--- config.mk ---
export PLATFORM = sky130hd
export DESIGN_NAME = adc_sweep_ctrl
export DESIGN_NICKNAME = d
export VERILOG_FILES = /design/src/rtl/adc_sweep_ctrl.sv
export SDC_FILE = /design/constraint.sdc
export NUM_CORES = 1
export LEC_CHECK = 0
export CORE_MARGIN = 1
export CORE_UTILIZATION = 50
export CTS_CLUSTER_SIZE = 20
export DETAILED_ROUTE_END_ITERATION = 8
export PLACE_DENSITY = 0.89
export SETUP_SLACK_MARGIN = 0.05
export SKIP_LAST_GASP = 1
export SLEW_MARGIN = 20
export SYNTH_ARGS = -nofsm -noshare
export SYNTH_HDL_FRONTEND = slang
export SYNTH_SLANG_ARGS = --single-unit
--- constraint.sdc ---
create_clock -name clk -period 3.3 [get_ports clk]
set_clock_uncertainty 0.05 [all_clocks]
set_input_delay 0.66 -clock clk [delete_from_list [all_inputs] [get_ports clk]]
set_output_delay 0.66 -clock clk [all_outputs]
set_load 0.1 [all_outputs]
--- src/rtl/adc_sweep_ctrl.sv ---
// adc_sweep_ctrl
// ----------------------------------------------------------------------------
// Sense-amplifier ADC sweep sequencer. A read request enables the sense path,
// walks read_ref from lower_ref up to upper_ref (inclusive), pulses sa_clk once
// per level after read_ref has settled, and samples sa_do in the following
// cycle. Each bit's code is the highest level at which it compared >= (0 if it
// never did). Completion is signalled by a one-cycle done strobe.
//
// Ports:
//   clk, rst_n            system clock, asynchronous active-low reset
//   start                 request pulse, honoured only in IDLE
//   lower_ref, upper_ref  inclusive reference range, captured on accepted start
//   busy                  sweep in progress
//   done                  one-cycle completion strobe
//   range_err             valid with done; lower_ref > upper_ref
//   sa_en, sa_clk         sense-amp enable and conversion clock
//   read_ref              current ADC reference level
//   sa_do                 comparator outputs (1: conductance >= read_ref)
//   codes                 per-bit codes, bit i at [i*ADC_BITS +: ADC_BITS]
//
// Optional feature macro: ADC_SWEEP_EARLY_EXIT_EN
//   When defined, a SAMPLE cycle with sa_do all zeros ends the sweep early
//   (assumes comparator results are monotonic in read_ref).
//
// state     | meaning
// ----------+-------------------------------------------------------------
// ST_IDLE   | waiting for start
// ST_SETTLE | read_ref held stable, settle counter running down
// ST_CLK_HI | sa_clk high for one cycle
// ST_SAMPLE | sa_do captured into codes, step to next level or finish
// ST_DONE   | done strobe, sense path disabled
// ----------------------------------------------------------------------------
module adc_sweep_ctrl #(
    parameter int WORD_SIZE     = 48,
    parameter int ADC_BITS      = 6,
    parameter int SETTLE_CYCLES = 2
) (
    input  logic                          clk,
    input  logic                          rst_n,
    input  logic                          start,
    input  logic [ADC_BITS-1:0]           lower_ref,
    input  logic [ADC_BITS-1:0]           upper_ref,
    output logic                          busy,
    output logic                          done,
    output logic                          range_err,
    output logic                          sa_en,
    output logic                          sa_clk,
    output logic [ADC_BITS-1:0]           read_ref,
    input  logic [WORD_SIZE-1:0]          sa_do,
    output logic [WORD_SIZE*ADC_BITS-1:0] codes
);

    localparam int CNT_W = (SETTLE_CYCLES > 1) ? $clog2(SETTLE_CYCLES) : 1;
    localparam logic [CNT_W-1:0] CNT_LOAD = CNT_W'(SETTLE_CYCLES - 1);

    typedef enum logic [2:0] {
        ST_IDLE,
        ST_SETTLE,
        ST_CLK_HI,
        ST_SAMPLE,
        ST_DONE
    } state_t;

    state_t                        state_q, state_d;
    logic [CNT_W-1:0]              cnt_q, cnt_d;
    logic [ADC_BITS-1:0]           read_ref_q, read_ref_d;
    logic [ADC_BITS-1:0]           upper_q, upper_d;
    logic [WORD_SIZE*ADC_BITS-1:0] codes_q, codes_d;
    logic                          range_err_q, range_err_d;
    logic                          busy_q, busy_d;
    logic                          done_q, done_d;
    logic                          sa_en_q, sa_en_d;
    logic                          sa_clk_q, sa_clk_d;
    logic                          early_stop;

`ifdef ADC_SWEEP_EARLY_EXIT_EN
    assign early_stop = (sa_do == '0);
`else
    assign early_stop = 1'b0;
`endif

    always_comb begin
        state_d     = state_q;
        cnt_d       = cnt_q;
        read_ref_d  = read_ref_q;
        upper_d     = upper_q;
        codes_d     = codes_q;
        range_err_d = range_err_q;

        case (state_q)
            ST_IDLE: begin
                if (start) begin
                    codes_d = '0;
                    if (lower_ref > upper_ref) begin
                        range_err_d = 1'b1;
                        state_d     = ST_DONE;
                    end else begin
                        range_err_d = 1'b0;
                        upper_d     = upper_ref;
                        read_ref_d  = lower_ref;
                        cnt_d       = CNT_LOAD;
                        state_d     = ST_SETTLE;
                    end
                end
            end
            ST_SETTLE: begin
                if (cnt_q == '0) begin
                    state_d = ST_CLK_HI;
                end else begin
                    cnt_d = cnt_q - 1'b1;
                end
            end
            ST_CLK_HI: begin
                state_d = ST_SAMPLE;
            end
            ST_SAMPLE: begin
                // Levels only ever increase, so the last level that reads 1
                // overwrites earlier ones and leaves the highest passing level.
                for (int i = 0; i < WORD_SIZE; i++) begin
                    if (sa_do[i]) begin
                        codes_d[i*ADC_BITS +: ADC_BITS] = read_ref_q;
                    end
                end
                // Equality termination lets upper_ref sit at full scale
                // without read_ref ever wrapping.
                if ((read_ref_q == upper_q) || early_stop) begin
                    state_d = ST_DONE;
                end else begin
                    read_ref_d = read_ref_q + 1'b1;
                    cnt_d      = CNT_LOAD;
                    state_d    = ST_SETTLE;
                end
            end
            ST_DONE: begin
                state_d = ST_IDLE;
            end
            default: begin
                state_d = ST_IDLE;
            end
        endcase

        // Outputs are registered versions of the next state's decode so they
        // switch on the same edge as the state itself.
        busy_d   = (state_d == ST_SETTLE) || (state_d == ST_CLK_HI) ||
                   (state_d == ST_SAMPLE);
        sa_en_d  = busy_d;
        sa_clk_d = (state_d == ST_CLK_HI);
        done_d   = (state_d == ST_DONE);
    end

    always_ff @(posedge clk or negedge rst_n) begin
        if (!rst_n) begin
            state_q     <= ST_IDLE;
            cnt_q       <= '0;
            read_ref_q  <= '0;
            upper_q     <= '0;
            codes_q     <= '0;
            range_err_q <= 1'b0;
            busy_q      <= 1'b0;
            done_q      <= 1'b0;
            sa_en_q     <= 1'b0;
            sa_clk_q    <= 1'b0;
        end else begin
            state_q     <= state_d;
            cnt_q       <= cnt_d;
            read_ref_q  <= read_ref_d;
            upper_q     <= upper_d;
            codes_q     <= codes_d;
            range_err_q <= range_err_d;
            busy_q      <= busy_d;
            done_q      <= done_d;
            sa_en_q     <= sa_en_d;
            sa_clk_q    <= sa_clk_d;
        end
    end

    assign busy      = busy_q;
    assign done      = done_q;
    assign range_err = range_err_q;
    assign sa_en     = sa_en_q;
    assign sa_clk    = sa_clk_q;
    assign read_ref  = read_ref_q;
    assign codes     = codes_q;

endmodule

==> impl_metrics.toml <==
[cts]
cts_setup_buffers = 0
cts_made_buffers = 30
cts_max_level = 1
insertion_delay_ns = 0.54
clockRootBuffer = "clkbuf_16"
cts_tree = "yes"
ctsResizeCount = 0
cts_sinks = 308
ctsHoldBuffers = 0
clkTransAtPathRegs_ns = 0.06
clock_path_buffers = 3

[flow_run]
cap_violations = 0

[final_layout]
multiInputGateArea_mm2 = 0.003458
diodes = 0
area.sequential_mm2 = 0.007707
drive_above_1_share = 0.2706
area_delta_synth_final_pct = 34.90
mostFrequentLayoutCell = "buf_4"
mostFrequentLayoutCells = "buf_4 (322), dfrtp_1 (308), nand2_1 (293)"
fillerInstances = 1630
final_area_mm2 = 0.01563
fin_nets = 1515

[setup_path]
end_kind = "flop"
crit_type = "primary input to flop"
rr_startpoint = "state_q[1]"
worstPathMaxFanout = 6
worst_ep_arrival_time_ns = 2.99
cp-start-kind = "primary input"
reg2reg_to = "codes[172]"
ff2ff_path_depth = 5
required_ns = 3.68
r2r_slack_ns = 0.69

[timing]
setup_viol = 0
final_hold_viol_count = 0
rsz0062_at_grt = "false"
finalCritPeriodShare = 0.7926
finalWorstSetupSlack_ns = 0.6845
post-route-min-period_ns = 2.615
tightest_slew_ns = 1.133
slew_headroom = 0.2423
max_freq_ghz = 0.3823
hold_slack_ns = 0.01655
final-max-slew-violation-count = 0
setup_tns_ns = 0

[grt]
grt-ovfl-total = 0
globalRouteTotalUtil = 0.2789
top_usage_layer = "met2"
grtUsageMet3 = 0.05099
grt_pass1_vias = 9564
met1_usage = 0.3475
grt_pass1_wl_um = 51570
antenna_found_initial = 0
use_met2 = 0.4665
grt_max_degree = 78

[drt]
drtPass1Iterations = 5
wirelength_um = 33110
via_count = 9450
drt_iter0_drc = 444
routedWlPerCell_um = 18.90
viasPerCell = 5.394
drc_errors = 0
antenna_left = 0

[synth]
async_flop_share = 1.000
synth_edf_count = 0
ys.flop_type = "dfrtp_1"
ys_types = 35
synth-seq-area-share = 0.6651
synth_area_mm2 = 0.01159
avgSynthCellArea_um2 = 10.34
syn_nets = 1191
yosys_warnings = 0
synth_cells = 1121
ys_ff_latch = 308

[place]
dp_hpwl_um = 22160
routabilityCongestion = 0.9013
dp_slack_ns = 0.1194
placed_area_mm2 = 0.01465
port_buffers = 361

[floorplanning]
start_util = 0.5103
die_y_um = 154.2
rows = 55
pin_count = 362
core_mm2 = 0.02271
die_area_mm2 = 0.02379
fp.dieW_um = 154.2

[hold_path]
hold_path.class = "primary input to async pin"

[status]
status = "finished clean"
==> stage by stage <==
stage	utilization	cells
after floorplan	-	1121
after global placement	0.6451	1698
after detailed placement	0.6451	1698
after CTS	0.6882	1752
after global routing	0.6884	1752
final	0.6884	1752
==> kinds of logic after synthesis <==
group                      Yosys count  synth area share
adders and majority gates            7          0.007557
AOI/OAI and AO/OA                  357            0.1588
muxes                               13           0.01371
DFF                                308            0.6651
and+or+nand+nor                    323            0.1089
xor gates and xnor gates            10          0.007558
buffers and inverters              103           0.03833
==> final cells by class <==
| cell class | count | share of cell area |
|---|---|---|
| clock buffers | 44 | 0.05723 |
| clock inverters | 10 | 0.005283 |
| inverters | 8 | 0.001921 |
| multi-input cells | 710 | 0.2212 |
| flip-flops and latches | 308 | 0.4930 |
| well taps | 285 | 0.02281 |
| repair buffers | 387 | 0.1985 |
==> critical path: stages <==
cell and delay [ns]:
clkdlybuf4s50_1 0.49, inv_1 0.06, ha_1 0.32, nand4_1 0.17
o21bai_1 0.15, a31oi_1 0.23, a2111oi_4 0.56, mux2_4 0.35
==> flip-flops by register name, summed over array words and instances (netlist names) <==
register and cells:
sa_en 1, state_q 3, codes 288, cnt_q 1
sa_clk 1, range_err 1, upper_q 6, read_ref 6
done 1
==> metal layers <==
metal / share of wire / up-vias
met1: 0.40 / 4582
met4: 0.050 / 0
li1: - / 4367
met2: 0.49 / 391
met5: 0 / -
met3: 0.064 / 110
==> synthesized netlist by cell type (3+ instances only) <==
library cell  instances  area share
buf_2                36       0.016
inv_1                 8      0.0026
nand2_1             299       0.097
dfrtp_1             308        0.67
nor3_1                3      0.0013
mux2_4                4      0.0052
a21o_1                3      0.0019
mux2_2                7      0.0068
ha_1                  7      0.0076
o21ai_0             289        0.12
a21oi_1              56       0.024
nor2_1               10      0.0032
xnor2_1               8      0.0060
nand3_1               3      0.0013
clkbuf_1             56       0.018
==> worst max-delay path by stage <==
stage / from / end / slack (ns) / cells after the start
2_1_floorplan: read_ref[3] / read_ref[4] / 0.77 / 6
3_3_place_gp: upper_ref[5] / read_ref[4] / 0.30 / 8
3_5_place_dp: upper_ref[5] / read_ref[4] / 0.12 / 8
4_1_cts: state_q[1] / codes[21] / 0.64 / 5
5_1_grt: state_q[1] / codes[257] / 0.50 / 5
6_report: upper_ref[5] / read_ref[4] / 0.68 / 8
Power is not shown: default switching activity piles up to over one toggle a cycle in this logic, so the estimate is an artifact.
